==> src/rtl/bus_arbiter_if.sv <==
// rtl/bus_arbiter_if.sv - per-master request/response bundle for bus_arbiter
interface bus_arbiter_if;
    logic        req;
    logic        we;
    logic [31:0] addr;
    logic [31:0] wdata;
    logic [1:0]  acc;
    logic        sext;
    logic        gnt;
    logic        done;
    logic [31:0] rdata;

    modport master (
        output req, we, addr, wdata, acc, sext,
        input  gnt, done, rdata
    );

    modport slave (
        input  req, we, addr, wdata, acc, sext,
        output gnt, done, rdata
    );
endinterface

==> src/rtl/bus_arbiter.sv <==
// rtl/bus_arbiter.sv - two-master arbiter routing to data RAM, USB FIFO or error
// Optional BUS_ARB_RR_EN selects round-robin arbitration instead of fixed m0 priority.
module bus_arbiter #(
    parameter logic [31:0] RAM_BASE = 32'h0001_0000,
    parameter logic [31:0] RAM_SIZE = 32'h0000_4000,
    parameter logic [31:0] IO_BASE  = 32'h0002_0000
) (
    input  logic              clk_i,
    input  logic              rstn_i,
    bus_arbiter_if.slave      m0,
    bus_arbiter_if.slave      m1,
    output logic              ram_r_en_o,
    output logic              ram_wr_en_o,
    output logic [31:0]       ram_addr_o,
    output logic [31:0]       ram_wdata_o,
    output logic [1:0]        ram_acc_o,
    output logic              ram_sext_o,
    input  logic [31:0]       ram_rdata_i,
    input  logic              ram_wr_ready_i,
    output logic              fifo_sel_o,
    output logic              fifo_rd_o,
    output logic              fifo_wr_o,
    output logic [1:0]        fifo_addr_o,
    output logic [7:0]        fifo_wdata_o,
    input  logic [7:0]        fifo_rdata_i,
    output logic              err_o
);
    // 33-bit window ends so a window touching the top of the address space cannot wrap
    localparam logic [32:0] RAM_END = {1'b0, RAM_BASE} + {1'b0, RAM_SIZE};
    localparam logic [32:0] IO_END  = {1'b0, IO_BASE} + 33'd4;

    typedef enum logic [1:0] {IDLE, ACCESS, WAIT_WR, RESP} state_t;

    state_t      state_q, state_d;
    logic        owner_q, owner_d;
    logic        we_q, we_d;
    logic [31:0] addr_q, addr_d;
    logic [31:0] wdata_q, wdata_d;
    logic [1:0]  acc_q, acc_d;
    logic        sext_q, sext_d;
    logic [1:0]  gnt_q, gnt_d;
    logic [1:0]  done_q, done_d;
    logic [31:0] rdata0_q, rdata0_d;
    logic [31:0] rdata1_q, rdata1_d;
    logic        ram_r_en_q, ram_r_en_d;
    logic        ram_wr_en_q, ram_wr_en_d;
    logic [31:0] ram_addr_q, ram_addr_d;
    logic [31:0] ram_wdata_q, ram_wdata_d;
    logic [1:0]  ram_acc_q, ram_acc_d;
    logic        ram_sext_q, ram_sext_d;
    logic        fifo_sel_q, fifo_sel_d;
    logic        fifo_rd_q, fifo_rd_d;
    logic        fifo_wr_q, fifo_wr_d;
    logic [1:0]  fifo_addr_q, fifo_addr_d;
    logic [7:0]  fifo_wdata_q, fifo_wdata_d;
    logic        err_q, err_d;

    logic        hit_ram;
    logic        hit_io;
    logic        pick1;
    logic [31:0] resp_data;

`ifdef BUS_ARB_RR_EN
    logic        last_q, last_d;

    // last_q = 1 means m1 was served most recently, so m0 wins a tie
    assign pick1 = m1.req && (!m0.req || !last_q);
`else
    assign pick1 = m1.req && !m0.req;
`endif

    assign hit_ram = (addr_q >= RAM_BASE) && ({1'b0, addr_q} < RAM_END);
    assign hit_io  = (addr_q >= IO_BASE)  && ({1'b0, addr_q} < IO_END);

    // Read data is taken from whichever slave was strobed; unmapped returns zero
    assign resp_data = ram_r_en_q ? ram_rdata_i :
                       fifo_rd_q  ? {24'h0, fifo_rdata_i} : 32'h0;

    always_comb begin
        state_d      = state_q;
        owner_d      = owner_q;
        we_d         = we_q;
        addr_d       = addr_q;
        wdata_d      = wdata_q;
        acc_d        = acc_q;
        sext_d       = sext_q;
        gnt_d        = 2'b00;
        done_d       = 2'b00;
        rdata0_d     = 32'h0;
        rdata1_d     = 32'h0;
        ram_r_en_d   = 1'b0;
        ram_wr_en_d  = 1'b0;
        ram_addr_d   = 32'h0;
        ram_wdata_d  = 32'h0;
        ram_acc_d    = 2'b00;
        ram_sext_d   = 1'b0;
        fifo_sel_d   = 1'b0;
        fifo_rd_d    = 1'b0;
        fifo_wr_d    = 1'b0;
        fifo_addr_d  = 2'b00;
        fifo_wdata_d = 8'h0;
        err_d        = 1'b0;
`ifdef BUS_ARB_RR_EN
        last_d       = last_q;
`endif

        case (state_q)
            IDLE: begin
                if (gnt_q != 2'b00) begin
                    // Grant cycle is over: launch the latched access
                    state_d = ACCESS;
                    if (hit_ram) begin
                        ram_r_en_d  = !we_q;
                        ram_wr_en_d = we_q;
                        ram_addr_d  = addr_q;
                        ram_wdata_d = wdata_q;
                        ram_acc_d   = acc_q;
                        ram_sext_d  = sext_q;
                    end else if (hit_io) begin
                        fifo_sel_d   = 1'b1;
                        fifo_rd_d    = !we_q;
                        fifo_wr_d    = we_q;
                        fifo_addr_d  = addr_q[1:0];
                        fifo_wdata_d = wdata_q[7:0];
                    end else begin
                        err_d = 1'b1;
                    end
                end else if (m0.req || m1.req) begin
                    gnt_d   = pick1 ? 2'b10 : 2'b01;
                    owner_d = pick1;
                    we_d    = pick1 ? m1.we    : m0.we;
                    addr_d  = pick1 ? m1.addr  : m0.addr;
                    wdata_d = pick1 ? m1.wdata : m0.wdata;
                    acc_d   = pick1 ? m1.acc   : m0.acc;
                    sext_d  = pick1 ? m1.sext  : m0.sext;
`ifdef BUS_ARB_RR_EN
                    last_d  = pick1;
`endif
                end
            end
            ACCESS, WAIT_WR: begin
                if (ram_wr_en_q && !ram_wr_ready_i) begin
                    state_d     = WAIT_WR;
                    ram_wr_en_d = 1'b1;
                    ram_addr_d  = ram_addr_q;
                    ram_wdata_d = ram_wdata_q;
                    ram_acc_d   = ram_acc_q;
                    ram_sext_d  = ram_sext_q;
                end else begin
                    state_d         = RESP;
                    done_d[owner_q] = 1'b1;
                    if (owner_q) begin
                        rdata1_d = resp_data;
                    end else begin
                        rdata0_d = resp_data;
                    end
                end
            end
            RESP: begin
                state_d = IDLE;
            end
            default: begin
                state_d = IDLE;
            end
        endcase
    end

    always_ff @(posedge clk_i or negedge rstn_i) begin
        if (!rstn_i) begin
            state_q      <= IDLE;
            owner_q      <= 1'b0;
            we_q         <= 1'b0;
            addr_q       <= 32'h0;
            wdata_q      <= 32'h0;
            acc_q        <= 2'b00;
            sext_q       <= 1'b0;
            gnt_q        <= 2'b00;
            done_q       <= 2'b00;
            rdata0_q     <= 32'h0;
            rdata1_q     <= 32'h0;
            ram_r_en_q   <= 1'b0;
            ram_wr_en_q  <= 1'b0;
            ram_addr_q   <= 32'h0;
            ram_wdata_q  <= 32'h0;
            ram_acc_q    <= 2'b00;
            ram_sext_q   <= 1'b0;
            fifo_sel_q   <= 1'b0;
            fifo_rd_q    <= 1'b0;
            fifo_wr_q    <= 1'b0;
            fifo_addr_q  <= 2'b00;
            fifo_wdata_q <= 8'h0;
            err_q        <= 1'b0;
`ifdef BUS_ARB_RR_EN
            last_q       <= 1'b1;
`endif
        end else begin
            state_q      <= state_d;
            owner_q      <= owner_d;
            we_q         <= we_d;
            addr_q       <= addr_d;
            wdata_q      <= wdata_d;
            acc_q        <= acc_d;
            sext_q       <= sext_d;
            gnt_q        <= gnt_d;
            done_q       <= done_d;
            rdata0_q     <= rdata0_d;
            rdata1_q     <= rdata1_d;
            ram_r_en_q   <= ram_r_en_d;
            ram_wr_en_q  <= ram_wr_en_d;
            ram_addr_q   <= ram_addr_d;
            ram_wdata_q  <= ram_wdata_d;
            ram_acc_q    <= ram_acc_d;
            ram_sext_q   <= ram_sext_d;
            fifo_sel_q   <= fifo_sel_d;
            fifo_rd_q    <= fifo_rd_d;
            fifo_wr_q    <= fifo_wr_d;
            fifo_addr_q  <= fifo_addr_d;
            fifo_wdata_q <= fifo_wdata_d;
            err_q        <= err_d;
`ifdef BUS_ARB_RR_EN
            last_q       <= last_d;
`endif
        end
    end

    assign m0.gnt       = gnt_q[0];
    assign m1.gnt       = gnt_q[1];
    assign m0.done      = done_q[0];
    assign m1.done      = done_q[1];
    assign m0.rdata     = rdata0_q;
    assign m1.rdata     = rdata1_q;
    assign ram_r_en_o   = ram_r_en_q;
    assign ram_wr_en_o  = ram_wr_en_q;
    assign ram_addr_o   = ram_addr_q;
    assign ram_wdata_o  = ram_wdata_q;
    assign ram_acc_o    = ram_acc_q;
    assign ram_sext_o   = ram_sext_q;
    assign fifo_sel_o   = fifo_sel_q;
    assign fifo_rd_o    = fifo_rd_q;
    assign fifo_wr_o    = fifo_wr_q;
    assign fifo_addr_o  = fifo_addr_q;
    assign fifo_wdata_o = fifo_wdata_q;
    assign err_o        = err_q;
endmodule

==> src/flat_wrapper.sv <==
// flat-port wrapper written by rule: the top's interface ports become plain ports
module bus_arbiter_flat 
#(
    parameter logic [31:0] RAM_BASE = 32'h0001_0000,
    parameter logic [31:0] RAM_SIZE = 32'h0000_4000,
    parameter logic [31:0] IO_BASE  = 32'h0002_0000
)
  (clk_i, rstn_i, ram_r_en_o, ram_wr_en_o, ram_addr_o, ram_wdata_o, ram_acc_o, ram_sext_o, ram_rdata_i, ram_wr_ready_i, fifo_sel_o, fifo_rd_o, fifo_wr_o, fifo_addr_o, fifo_wdata_o, fifo_rdata_i, err_o, m0_req, m0_we, m0_addr, m0_wdata, m0_acc, m0_sext, m0_gnt, m0_done, m0_rdata, m1_req, m1_we, m1_addr, m1_wdata, m1_acc, m1_sext, m1_gnt, m1_done, m1_rdata);
  bus_arbiter_if m0_i ();
  bus_arbiter_if m1_i ();
  input  logic clk_i;
  input  logic rstn_i;
  output logic ram_r_en_o;
  output logic ram_wr_en_o;
  output logic [31:0] ram_addr_o;
  output logic [31:0] ram_wdata_o;
  output logic [1:0] ram_acc_o;
  output logic ram_sext_o;
  input  logic [31:0] ram_rdata_i;
  input  logic ram_wr_ready_i;
  output logic fifo_sel_o;
  output logic fifo_rd_o;
  output logic fifo_wr_o;
  output logic [1:0] fifo_addr_o;
  output logic [7:0] fifo_wdata_o;
  input  logic [7:0] fifo_rdata_i;
  output logic err_o;
  input wire logic [$bits(m0_i.req)-1:0] m0_req;
  input wire logic [$bits(m0_i.we)-1:0] m0_we;
  input wire logic [$bits(m0_i.addr)-1:0] m0_addr;
  input wire logic [$bits(m0_i.wdata)-1:0] m0_wdata;
  input wire logic [$bits(m0_i.acc)-1:0] m0_acc;
  input wire logic [$bits(m0_i.sext)-1:0] m0_sext;
  output wire logic [$bits(m0_i.gnt)-1:0] m0_gnt;
  output wire logic [$bits(m0_i.done)-1:0] m0_done;
  output wire logic [$bits(m0_i.rdata)-1:0] m0_rdata;
  input wire logic [$bits(m1_i.req)-1:0] m1_req;
  input wire logic [$bits(m1_i.we)-1:0] m1_we;
  input wire logic [$bits(m1_i.addr)-1:0] m1_addr;
  input wire logic [$bits(m1_i.wdata)-1:0] m1_wdata;
  input wire logic [$bits(m1_i.acc)-1:0] m1_acc;
  input wire logic [$bits(m1_i.sext)-1:0] m1_sext;
  output wire logic [$bits(m1_i.gnt)-1:0] m1_gnt;
  output wire logic [$bits(m1_i.done)-1:0] m1_done;
  output wire logic [$bits(m1_i.rdata)-1:0] m1_rdata;
  assign m0_i.req = m0_req;
  assign m0_i.we = m0_we;
  assign m0_i.addr = m0_addr;
  assign m0_i.wdata = m0_wdata;
  assign m0_i.acc = m0_acc;
  assign m0_i.sext = m0_sext;
  assign m0_gnt = m0_i.gnt;
  assign m0_done = m0_i.done;
  assign m0_rdata = m0_i.rdata;
  assign m1_i.req = m1_req;
  assign m1_i.we = m1_we;
  assign m1_i.addr = m1_addr;
  assign m1_i.wdata = m1_wdata;
  assign m1_i.acc = m1_acc;
  assign m1_i.sext = m1_sext;
  assign m1_gnt = m1_i.gnt;
  assign m1_done = m1_i.done;
  assign m1_rdata = m1_i.rdata;
  bus_arbiter #(.RAM_BASE(RAM_BASE), .RAM_SIZE(RAM_SIZE), .IO_BASE(IO_BASE)) u_core (.clk_i(clk_i), .rstn_i(rstn_i), .m0(m0_i), .m1(m1_i), .ram_r_en_o(ram_r_en_o), .ram_wr_en_o(ram_wr_en_o), .ram_addr_o(ram_addr_o), .ram_wdata_o(ram_wdata_o), .ram_acc_o(ram_acc_o), .ram_sext_o(ram_sext_o), .ram_rdata_i(ram_rdata_i), .ram_wr_ready_i(ram_wr_ready_i), .fifo_sel_o(fifo_sel_o), .fifo_rd_o(fifo_rd_o), .fifo_wr_o(fifo_wr_o), .fifo_addr_o(fifo_addr_o), .fifo_wdata_o(fifo_wdata_o), .fifo_rdata_i(fifo_rdata_i), .err_o(err_o));
endmodule
==> config.mk <==
export PLATFORM = sky130hd
export DESIGN_NAME = bus_arbiter_flat
export DESIGN_NICKNAME = d
export VERILOG_FILES = /design/src/rtl/bus_arbiter_if.sv /design/src/rtl/bus_arbiter.sv /design/src/flat_wrapper.sv
export SDC_FILE = /design/constraint.sdc
export NUM_CORES = 1
export LEC_CHECK = 0
export BUFFER_PORTS_ARGS = -buffer_cell sky130_fd_sc_hd__buf_2
export CORE_MARGIN = 1
export CORE_UTILIZATION = 40
export DETAILED_ROUTE_END_ITERATION = 6
export HOLD_SLACK_MARGIN = 0.03
export PLACE_DENSITY = 0.72
export SYNTH_ARGS = -nofsm -noshare
export SYNTH_HDL_FRONTEND = slang
export SYNTH_SLANG_ARGS = --single-unit
==> constraint.sdc <==
create_clock -name clk_i -period 4.4 [get_ports clk_i]
set_input_delay 1.32 -clock clk_i [delete_from_list [all_inputs] [get_ports clk_i]]
set_output_delay 1.32 -clock clk_i [all_outputs]
set_load 0.03 [all_outputs]
Yosys cells after proc, flatten, opt, wreduce, memory -nomap -nowiden
Cells that the tools add are included.

Reduce and logical (&&, ||, !) cells: 13. Bitwise gates (word level): 1. Multiplexer cells: 70. Equality and inequality tests: 5. $lt $le $gt $ge: 6.

Operators by type and width (number): 32-bit two-way mux (14); 32-bit case mux with 2 select lines (2); 8-bit two-way mux (5); 32-bit by 17-bit >= comparator with 1-bit output, second input constant (1); 32-bit by 18-bit >= comparator with 1-bit output, second input constant (1); 32-bit by 17-bit < comparator with 1-bit output, second input constant (1); 32-bit by 18-bit < comparator with 1-bit output, second input constant (1); 2-bit two-way mux (15); 1-bit two-way mux (29); 2-bit case mux with 3 select lines (1); 1-bit logical AND (5); 2-bit == test, second input constant (2); 1-bit case mux with 2 select lines (2); 2-bit case mux with 2 select lines (1); 1-bit zero test (3); 3-bit AND reduction (1); 2-bit by 1-bit == test with 1-bit output, second input constant (1); 2-bit zero test (1); 1-bit by 2-bit < comparator with 1-bit output, second input constant (1); 2-bit by 1-bit != test with 1-bit output, second input constant (1); 2-bit != test, second input constant (1); 2-bit nonzero test (1); 2-bit OR reduction (1); 1-bit demux with 1-bit select (1); other kinds (3) (3).

Register bits after elaboration: 222. Input port bits: 181. Logic and storage cells: 118. Output and inout port bits: 151.

Logic depth before layout (Yosys ltp)
Gate-level depths: netlist (run 1).

Word-level depth: 6. Gate-level depth with buffers: 8. Mapped depth without buffers: 6.

Worst setup path before layout (run 1)
Ideal clock, no wire load.

Path type: in2reg. Start point: input port ram_wr_ready_i. End point: register u_core.ram_wdata_q[23] (netlist: u_core.ram_wdata_o[23]). Data required time: 4.279 ns. Buffers on the path: 2. Setup slack: 1.877 ns. Setup time: 0.121 ns. Stages: 6. Data arrival time: 2.402 ns. Path through: nand2b_1 or2_2 and4b_1 buf_4 buf_6 a22o_1.

Word-level cells in the longest chain between the ends: 3.

RTL lines: from (decl) (line flat_wrapper.sv:20) `input logic ram_wr_ready_i;`; 1-bit zero test (line bus_arbiter.sv:142) `if (ram_wr_en_q && !ram_wr_ready_i) begin`; 1-bit logical AND (line bus_arbiter.sv:142); 2-bit != test (no line); to (signal assigned) (line bus_arbiter.sv:211) `ram_wdata_q <= ram_wdata_d;`; to (decl) (line bus_arbiter.sv:48) `logic [31:0] ram_wdata_q, ram_wdata_d;`.

Every way passes these cells. A chain may end at the register's enable or synchronous reset.

Final worst setup path (run 1)
Start point: register u_core.ram_r_en_q (netlist: u_core.ram_r_en_o). End point: output port ram_r_en_o.

RTL lines: from (decl) (line bus_arbiter.sv:45) `logic ram_r_en_q, ram_r_en_d;`; from (signal assigned) (line bus_arbiter.sv:208) `ram_r_en_q <= ram_r_en_d;`; to (decl) (line flat_wrapper.sv:13) `output logic ram_r_en_o;`.

No word-level cell between the ends.

==> summary.txt, run 1 <==
Clocking
  • Post-cts resize count: 0
  • CTS tree: built
  • CTS Sinks: 222
  • Hold Buf Count CTS: 0
  • CTS Buffer Depth: 3
  • H-tree depth: 1
  • Root Buffer: clkbuf_16
  • Post-CTS Setup Bufs: 0
  • CTS Buf Count: 24
  • Clk_lat worst skew: 0.52 ns
  • Clk slew on worst S/H paths: 0.06 ns

Cells and area
  • Storage cell area: approximately 0.0056 mm2
  • Fillers: 1760
  • Area Overhead vs Synth: 32.0%
  • Ratio of cells with drive above 1 in the final layout: 0.376
  • Area of the multi-input gates: 0.00264 mm2
  • Inserted Diodes: 0
  • NumNets Final: 1202
  • Final Util: 0.545

Yosys
  • Ys async rst share: 1.00
  • Yosys warnings: 0
  • Synthesized instance count: ~700
  • Synthesized area per cell: around 12 um2
  • Ys flop type: dfrtp_1
  • Yosys reg bits: 222
  • Cell variety after synth: 36
  • Synth Net Count: 882
  • Seq/Total Area, Yosys: 0.658
  • Number of enable flip-flop cells after synthesis: 0
  • Mapped Area: between 0.008 and 0.009 mm2

Floorplan
  • Area of the core: 0.0204 mm2
  • Die width: 147 um
  • I/O pin cnt: 332
  • Die area: 0.0217 mm2
  • Row cnt: between 50 and 60
  • Die height: roughly 150 um
  • Initial Util: 0.413

Timing
  • Final hold vios: 0
  • Unrepaired setup endpoints after global routing: no
  • Actual slew at the worst max-slew pin: slightly above 1 ns
  • Slew Viols, Final: 0
  • Worst Skew: 0.0249 ns
  • Final period util: 0.633
  • Setup TNS: 0 ns
  • Worst rel slew slack: 0.314
  • Setup Viol. Count Final: 0
  • FMAX: around 360 MHz
  • Post-layout min period: 2.78 ns

Pwr
  • Power Total: 5.30 mW
  • Pwr/cell area: between 400 and 500 mW/mm2
  • Sw frac: 0.281
  • Clock share of power: 0.371
  • Combinational Power Share: 0.150
  • Flop pwr share: 0.479
  • Leakage: ~6.0 nW
  • VDD IR max: roughly 0.29 mV
  • Int Power: 3.81 mW
  • NetSw: 1.49 mW

Drt
  • Vias: 6314
  • Initial DRC Count: 170
  • Vias per cell: 4.83
  • TritonRoute pass-1 iters: 4
  • Total Wirelength: 20.6 mm
  • Wire per inst: 15.8 um
  • Routed Antenna Nets: 0
  • DRC: 0

Critical path
  • Cells along the critical path: buf_4 > buf_2
  • FF-to-FF End: u_core.ram_wdata_o[1]
  • CP endpoint kind: output pin
  • Reg2reg path depth: 5
  • Worst Path Buf+Inv: 2
  • Worst reg2reg setup slack: 1.90 ns
  • Crit. path cell count: 2
  • Slowest stage delay, CP: 0.34 ns
  • Worst path top cell family by delay: buffers and inverters
  • Critical Path RT: between 3 and 4 ns
  • Crit path DAT: around 1.5 ns
  • Startpoint types: register
  • CP max-delay cell: buf_4
  • CP Max Fanout: 35
  • FF-to-FF Start: u_core.state_q[0]
  • Crit Path Category: reg -> out

Placement
  • Dpl hpwl: 14.4 mm
  • # port buffers: roughly 330
  • Routability cong.: 0.802

Global route
  • Tot GR Track Use: 0.188
  • Antenna violations before repair: 0
  • Pin count of the biggest net entering global routing: 137
  • Vias in the first global route: just over 6000
  • Total gr overflow: 0
  • First-pass GRT wire length: 32.3 mm

Hold path
  • WHS Endpoint: u_core.ram_addr_o[14]
  • Hold-critical path depth: 1
  • Min-delay worst type: reg -> reg
  • Hold Startpoint: u_core.ram_addr_o[14]

Status
  • Status: completed

Flow run
  • Max_cap viols: 0
-- Yosys cell counts (5+ instances only) --
cell type	n	area (um2)
and4_1	11	96.3
nor2_1	68	255
nand2_1	96	360
dfrtp_1	222	5560
and2_1	18	113
inv_1	6	22.5
nor4_1	5	31.3
mux2i_1	68	681
o21ai_0	63	315
o21ai_1	6	30.0
buf_6	5	56.3
a22oi_1	7	52.6
clkbuf_1	28	105
buf_2	11	55.1
a22o_1	49	429
-- per-stage QoR --
stage,area (um2),hold slack (ns),setup slack (ns),instances
2_1_floorplan,8440,0.450,1.88,698
3_3_place_gp,10300,0.457,1.42,1262
3_5_place_dp,10300,0.466,1.35,1262
4_1_cts,11100,0.485,1.56,1306
5_1_grt,11100,0.494,1.53,1306
6_report,11100,0.479,1.62,1306
-- power by group through the flow --
| stage | sequential [mW] | combinational, mW | clock [mW] |
|---|---|---|---|
| after floorplan | 2.54 | 0.512 | 0 |
| after global placement | 2.56 | 0.797 | 0 |
| after detailed placement | 2.57 | 0.821 | 0 |
| after CTS | 2.53 | 0.821 | 2.01 |
| after global routing | 2.58 | 0.926 | 2.11 |
| final | 2.54 | 0.797 | 1.96 |
-- cells by family after synthesis --
family                   count (synthesis)  synth area share
flip-flops                             222             0.658
multiplexers                            69            0.0820
AND/OR/NAND/NOR                        218             0.120
buffers and inverters                   54            0.0316
adder cells (fa/ha/maj)                  3           0.00445
AO/OA/AOI/OAI                          132             0.104
-- sequential cells by signal, indices dropped and copies added, names as in the netlist, 2 cells and up --
signal and flops:
u_core.m0.rdata 32, u_core.wdata_q 32, u_core.m1.rdata 32, u_core.acc_q 2
u_core.ram_wdata_o 32, u_core.ram_addr_o 32, u_core.done_q 2, u_core.fifo_addr_o 2
u_core.gnt_q 2, u_core.fifo_wdata_o 8, u_core.ram_acc_o 2, u_core.addr_q 32
u_core.state_q 2
-- placed cells by master, fill, tap and decap left out, types with 2 or more instances in the layout --
cell type / instances
a22o_1: 49
dfrtp_1: 222
clkbuf_16: 24
buf_2: 330
ha_1: 3
o21ai_1: 6
nand3_1: 3
buf_12: 3
a22oi_1: 7
nor4_1: 5
a21o_1: 2
o21ai_0: 63
and4_1: 11
and3b_1: 2
a21oi_1: 2
buf_4: 8
clkbuf_8: 6
nor2_1: 67
and2_1: 18
mux2i_1: 68
clkinv_2: 5
inv_1: 6
clkbuf_1: 5
nand2_1: 96
nand3b_1: 2
nand2b_1: 3
-- per-layer routing --
metal	GRT usage	share of wire
met2	0.316	0.48
met5	0	0
met1	0.248	0.43
met3	0.0382	0.066
met4	0.0536	0.018
-- worst max path at each step --
stage | from | endpoint | slack (ns)
CTS | u_core.ram_r_en_o | ram_r_en_o | 1.56
finish | u_core.ram_r_en_o | ram_r_en_o | 1.62
floorplan | ram_wr_ready_i | u_core.ram_wdata_o[23] | 1.88
global route | u_core.ram_r_en_o | ram_r_en_o | 1.53
global placement | ram_wr_ready_i | u_core.ram_wdata_o[1] | 1.42
detailed placement | ram_wr_ready_i | u_core.ram_wdata_o[16] | 1.35
-- cell type report --
cell class	instances	share of cell area
multi-input combinational	422	0.237
clock inverter	9	0.00809
clock buffer	35	0.0630
tap	270	0.0303
inverter	6	0.00202
sequential	222	0.499
timing repair buffer	342	0.160
Note: power is estimated with default switching activity, not from simulation.
==> run 2: changes to the inputs <==
Settings changed: ABC_AREA set to 1, PLACE_DENSITY 0.72 to 0.71.
Clock period 4.4 ns to 2.6 ns, I/O delays scaled along.
==> run 2 against run 1 <==
  * The run now ends with DRC left
  * Global-route usage is 2.7 points higher
  * Critical path depth is 6 higher
  * Clock power is 72% higher
  * Sequential cell count stayed put
  * Area after synthesis is 7.4% higher
  * Critical path type is now reg -> reg
  * Highest routed layer unchanged
==> summary.txt, run 2 <==
Timing
  • Actual slew at the worst max-slew pin: 1.03 ns (+0.00414 ns)
  • Worst Skew: 0.00967 ns (-0.0152 ns)
  • Post-layout min period: 2.31 ns
  • Setup TNS: 0 ns (unchanged)
  • Setup Viol. Count Final: 0 (unchanged)
  • Worst rel slew slack: 0.309 (-0.00440)
  • Unrepaired setup endpoints after global routing: no
  • Final period util: 0.890
  • FMAX: 432 MHz
  • Final hold vios: 0 (unchanged)
  • Slew Viols, Final: 0 (unchanged)

Pwr
  • VDD IR max: 0.363 mV (+26%)
  • Pwr/cell area: 832 mW/mm2 (+75%)
  • Leakage: 6.75 nW (+12%)

Clocking
  • Hold Buf Count CTS: 0 (unchanged)
  • CTS Buffer Depth: 3 (unchanged)
  • Post-cts resize count: 0 (unchanged)
  • H-tree depth: 1 (unchanged)
  • Post-CTS Setup Bufs: 0 (unchanged)
  • Clk_lat worst skew: 0.50 ns (-0.02 ns)
  • CTS Sinks: 222 (unchanged)
  • Root Buffer: clkbuf_16
  • CTS Buf Count: 23 (-4.2%)
  • CTS tree: built
  • Clk slew on worst S/H paths: 0.06 ns (about the same)

Yosys
  • Ys async rst share: 1.00 (unchanged)
  • Yosys reg bits: 222 (unchanged)
  • Leading area contributor after synthesis: dfrtp_1
  • Number of enable flip-flop cells after synthesis: 0 (unchanged)
  • Synthesized area per cell: 9.06 um2 (-25%)
  • Mapped Area: 0.00906 mm2 (+7.4%)
  • Seq/Total Area, Yosys: 0.613 (-0.0456)
  • Count leader, synth: nand2_1
  • Ys flop type: dfrtp_1
  • Yosys warnings: 0 (unchanged)
  • Commonest cells post-synth: 270 x nand2_1, 222 x dfrtp_1, 112 x inv_1, 112 x nor2_1, 69 x o21ai_0
  • Synthesized instance count: 1000 (+43%)
  • Top cells by area, synth: dfrtp_1 61%, nand2_1 11%, o211ai_1 5.6%
  • Synth Net Count: 1184 (+34%)
  • Cell variety after synth: 22 (-39%)
  • Top cell type's share of synthesized area: 0.613 (-0.0456)

Hold path
  • Min-delay worst type: in -> async

Global route
  • Antenna violations before repair: 0 (unchanged)
  • Total gr overflow: 0 (unchanged)
  • First-pass GRT wire length: 40.0 mm (+24%)
  • Tot GR Track Use: 0.215 (+0.0268)
  • Pin count of the biggest net entering global routing: 68 (-50%)
  • Vias in the first global route: 7579 (+23%)

Floorplan
  • Die area: 0.0233 mm2 (+7.3%)
  • Die height: 153 um (+3.6%)
  • Row cnt: 54 (+3.8%)
  • Area of the core: 0.0220 mm2 (+7.8%)
  • Die width: 153 um (+3.6%)
  • Initial Util: 0.412 (-0.00142)
  • I/O pin cnt: 332 (unchanged)

Drt
  • Vias per cell: 4.86 (+0.51%)
  • Wire per inst: 15.5 um (-1.9%)
  • Initial DRC Count: 398 (+130%)
  • TritonRoute pass-1 iters: 7 (+3)
  • Vias: 7828 (+24%)
  • DRC: 29 (+29)
  • Routed Antenna Nets: 0 (unchanged)
  • Total Wirelength: 24.9 mm (+21%)

Critical path
  • Crit Path Category: reg -> reg
  • CP endpoint kind: register
  • FF-to-FF Start: u_core.state_q[0]
  • Startpoint types: register
  • Crit path DAT: 2.75 ns (+1.29 ns)
  • Crit path launch: u_core.state_q[0]
  • CP Max Fanout: 38 (+8.6%)
  • Critical Path RT: 3.04 ns (-0.04 ns)
  • Reg2reg path depth: 8 (+3)
  • CP Capture Point: u_core.ram_wdata_o[11]
  • Worst reg2reg setup slack: 0.29 ns (-1.61 ns)
  • FF-to-FF End: u_core.ram_wdata_o[11]

Cells and area
  • NumNets Final: 1500 (+25%)
  • Commonest cells after routing, fill and taps aside: 330 x buf_2, 269 x nand2_1, 222 x dfrtp_1
  • Area Overhead vs Synth: 30.5%
  • Most common cell after layout, fill and taps aside: buf_2
  • Inserted Diodes: 0 (unchanged)
  • Final Util: 0.537 (-0.00797)
  • Ratio of cells with drive above 1 in the final layout: 0.307 (-0.0699)

Flow run
  • Max_cap viols: 0 (unchanged)

Placement
  • Routability cong.: 0.808 (+0.74%)
  • Dpl hpwl: 17.6 mm (+22%)
  • # port buffers: 331 (unchanged)

Status
  • Status: complete, but fails checks
  • Failing checks: DRC
-- run 2: changes by cell type in the layout (fill, tap and decap cells not counted), moves of 8 or more --
| cell | before | now |
|---|---|---|
| a22o_1 | 49 | 0 |
| and2_1 | 18 | 0 |
| and4_1 | 11 | 0 |
| buf_4 | 8 | 16 |
| inv_1 | 6 | 112 |
| mux2i_1 | 68 | 0 |
| nand2_1 | 96 | 269 |
| nand3_1 | 3 | 50 |
| nor2_1 | 67 | 111 |
| nor2_2 | 0 | 10 |
| o211ai_1 | 0 | 68 |
-- run 2: area by class of cell --
class	count	area (um2)
Clock buffer	31	646
Clock inverter	9	135
Fill cell	2004	10200
Inverter	113	424
Multi-Input combinational cell	604	2830
Sequential cell	222	5560
Tap cell	280	350
Timing Repair Buffer	352	1890
-- run 2: worst min-delay path by stage --
stage	cells past startpoint	endpoint
finish	1	u_core.wdata_q[3]
global route	1	u_core.wdata_q[3]
CTS	1	u_core.acc_q[0]
detailed placement	1	u_core.done_q[0]
global placement	1	u_core.done_q[0]
floorplan	1	u_core.done_q[0]
-- run 2: worst max-delay path, stage by stage (launching register included) --
cell	delay, ns
dfrtp_1	0.37
inv_1	0.06
ha_1	0.35
nand3_2	0.11
inv_2	0.05
nor2_4	0.77
buf_4	0.35
nand3_1	0.10
nand2_1	0.08
-- run 2: cell families after synthesis --
kind of cell / count (synthesis) / synth area share
AOI/OAI and AO/OA: 149 / 0.103
DFF: 222 / 0.613
and+or+nand+nor: 452 / 0.202
buffers and inverters: 174 / 0.0777
adders and majority gates: 3 / 0.00414
-- run 2: metrics by stage --
stage	hold slack (ns)	cells	cell area (um2)	worst slack (ns)	power (mW)
final	0.235	1611	11800	0.285	9.84
after global routing	0.264	1611	11800	0.0915	10.4
after CTS	0.242	1611	11800	0.261	9.95
after detailed placement	0.441	1571	11000	0.151	6.55
after global placement	0.433	1571	11000	0.167	6.48
after floorplan	0.414	1000	9060	0.997	5.75
-- run 2: power by group --
part           switching (mW)  total [mW]  internal (mW)
registers               0.320        4.36           4.04
clock network            1.32        3.37           2.04
logic                    1.45        2.12          0.670
-- run 2: metal layers --
| metal | global-route usage | part of all wire | vias up |
|---|---|---|---|
| met5 | 0 | 0 | - |
| met4 | 0.0418 | 0.011 | 0 |
| met3 | 0.0341 | 0.071 | 24 |
| met2 | 0.373 | 0.50 | 323 |
| met1 | 0.287 | 0.42 | 3692 |
| li1 | - | - | 3789 |
==> run 3: changes to the inputs <==
Settings changed: BUFFER_PORTS_ARGS -buffer_cell sky130_fd_sc_hd__buf_2 to -buffer_cell sky130_fd_sc_hd__clkbuf_2, SLEW_MARGIN set to 30.
==> run 3 against run 2 <==
  * The run still ends with DRC left
  * Sequential cell count unchanged
  * Cell area rose by 0.13%
  * Clock power is 4% lower
  * Clock-buffer cell count fell by 3
  * Core utilization increased by 0.068 points
  * Via count shrank 0.68%
  * Highest routed layer unchanged
  * Largest cell class unchanged
  * Non-clock buffer count grew 2
  * Combinational power hardly changed
  * Register-to-register slack gained 0.18 ns
  * Global-route usage shrank 0.14 points
==> summary.txt, run 3 (synthesis results as in run 2) <==
Status
  • Status: complete, but fails checks
  • Failing checks: DRC

Floorplan
  • Initial Util: 0.412 (unchanged)
  • Area of the core: 0.0220 mm2 (unchanged)
  • Row cnt: 54 (unchanged)
  • Die width: 153 um (unchanged)
  • Die height: 153 um (unchanged)
  • I/O pin cnt: 332 (unchanged)
  • Die area: 0.0233 mm2 (unchanged)

Drt
  • DRC: 28 (-3.4%)
  • Vias per cell: 4.82 (-0.86%)
  • Total Wirelength: 24.5 mm (-1.8%)
  • Initial DRC Count: 434 (+9.0%)
  • Vias: 7775 (-0.68%)
  • Routed Antenna Nets: 0 (unchanged)
  • TritonRoute pass-1 iters: 7 (unchanged)
  • Wire per inst: 15.2 um (-2.0%)

Timing
  • Final hold vios: 0 (unchanged)
  • Setup TNS: 0 ns (unchanged)
  • Actual slew at the worst max-slew pin: 0.656 ns (-0.378 ns)
  • Final WS setup: 0.470 ns (+0.185 ns)
  • Worst Skew: 0.0162 ns (+0.00653 ns)
  • Unrepaired setup endpoints after global routing: no
  • Worst rel slew slack: 0.561 (+0.252)
  • Slew Viols, Final: 0 (unchanged)
  • Post-layout min period: 2.13 ns (-0.185 ns)
  • FMAX: 470 MHz (+8.7%)
  • Final period util: 0.819 (-0.0711)
  • Hold slack final: 0.226 ns (-0.00910 ns)
  • Setup Viol. Count Final: 0 (unchanged)

Clocking
  • Hold Buf Count CTS: 0 (unchanged)
  • CTS Buf Count: 23 (unchanged)
  • Root Buffer: clkbuf_16
  • CTS tree: built
  • CTS Buffer Depth: 3 (unchanged)
  • Post-CTS Setup Bufs: 0 (unchanged)
  • H-tree depth: 1 (unchanged)
  • Clk slew on worst S/H paths: 0.06 ns (about the same)
  • Post-cts resize count: 0 (unchanged)
  • Clk_lat worst skew: 0.50 ns (about the same)
  • CTS Sinks: 222 (unchanged)

Cells and area
  • Inserted Diodes: 0 (unchanged)
  • Storage cell area: 0.00556 mm2 (unchanged)
  • Commonest cells after routing, fill and taps aside: 330 x clkbuf_2, 269 x nand2_1, 222 x dfrtp_1
  • NumNets Final: 1502 (+0.13%)
  • Most common cell after layout, fill and taps aside: clkbuf_2
  • Ratio of cells with drive above 1 in the final layout: 0.310 (+0.00306)
  • Fillers: 2022 (+0.90%)
  • Final non-filler cell area: 0.0118 mm2 (+0.13%)
  • Area Overhead vs Synth: 30.6%
  • Area of the multi-input gates: 0.00283 mm2 (unchanged)

Pwr
  • Pwr/cell area: 824 mW/mm2 (-0.92%)
  • Combinational Power Share: 0.221 (+0.006)
  • Clock share of power: 0.333 (-0.009)
  • Int Power: 6.66 mW (-1.4%)
  • Leakage: 6.64 nW (-1.7%)
  • NetSw: 3.10 mW (+0.49%)
  • Flop pwr share: 0.446 (+0.003)
  • VDD IR max: 0.373 mV (+2.8%)
  • Sw frac: 0.318 (+0.00407)

Hold path
  • Min-delay worst type: in -> async

Global route
  • Antenna violations before repair: 0 (unchanged)
  • Total gr overflow: 0 (unchanged)
  • Vias in the first global route: 7649 (+0.92%)
  • First-pass GRT wire length: 39.7 mm (-0.79%)
  • Pin count of the biggest net entering global routing: 92 (+35%)
  • Tot GR Track Use: 0.214 (-0.00142)

Placement
  • # port buffers: 331 (unchanged)
  • Routability cong.: 0.794 (-1.7%)
  • Dpl ws: 0.369 ns (+0.218 ns)
  • Dpl cell area: 0.0111 mm2 (+0.32%)
  • Dpl hpwl: 17.7 mm (+0.37%)

Critical path
  • Crit Path Category: reg -> reg
  • CP endpoint kind: register
  • CP Max Fanout: 22 (-42%)
  • Crit path DAT: 2.56 ns (-0.19 ns)
  • Startpoint types: register
  • Critical Path RT: 3.03 ns (about the same)

Flow run
  • Max_cap viols: 0 (unchanged)
run 3: layout make-up:
type                    count  area share
clock buffers              28      0.0527
clock inverters            13      0.0115
inverters                 113      0.0358
multi-input cells         604       0.239
flip-flops and latches    222       0.469
well taps                 280      0.0296
repair buffers            354       0.162
run 3: stage by stage:
stage	cells	util	total power, mW
floorplan	1000	-	5.75
global placement	1572	0.502	6.51
detailed placement	1573	0.503	6.58
CTS	1614	0.538	9.87
global route	1614	0.538	10.4
finish	1614	0.538	9.76
run 3: per-layer routing:
layer,global-route usage,wire (um),vias to the layer above
met5,0,0,-
met4,0.0491,427,0
met3,0.0412,1710,31
met1,0.281,10600,3626
met2,0.367,11800,318
li1,-,-,3800
run 3: power by group through the flow:
| stage | Sequential (mW) | Clock, mW | Combinational, mW |
|---|---|---|---|
| finish | 4.35 | 3.25 | 2.15 |
| global route | 4.42 | 3.48 | 2.47 |
| CTS | 4.35 | 3.32 | 2.19 |
| detailed placement | 4.41 | 0 | 2.17 |
| global placement | 4.39 | 0 | 2.12 |
| floorplan | 4.35 | 0 | 1.40 |
run 3: worst max-delay path, cell delays in order, from the launching register on:
cell and delay, ns:
dfrtp_1 0.37, inv_1 0.07, ha_1 0.35, nand3_2 0.11, inv_2 0.05, nor2_4 0.50
buf_16 0.23, buf_4 0.20, nand3_1 0.09, nand2_1 0.07
run 3: worst paths after layout:
check                           cells after the start                     end         startpoint  slack (ns)
worst min register to register                      1        u_core.done_q[0]     u_core.owner_q        0.46
worst max-delay path                                9  u_core.ram_wdata_o[11]  u_core.state_q[0]        0.47
min in group clk_i                                  1        u_core.done_q[0]     u_core.owner_q        0.46
worst max register to register                      9  u_core.ram_wdata_o[11]  u_core.state_q[0]        0.47
worst min-delay path                                1  u_core.fifo_wdata_o[3]             rstn_i        0.23
max in group asynchronous                           2    u_core.ram_addr_o[8]             rstn_i        1.72
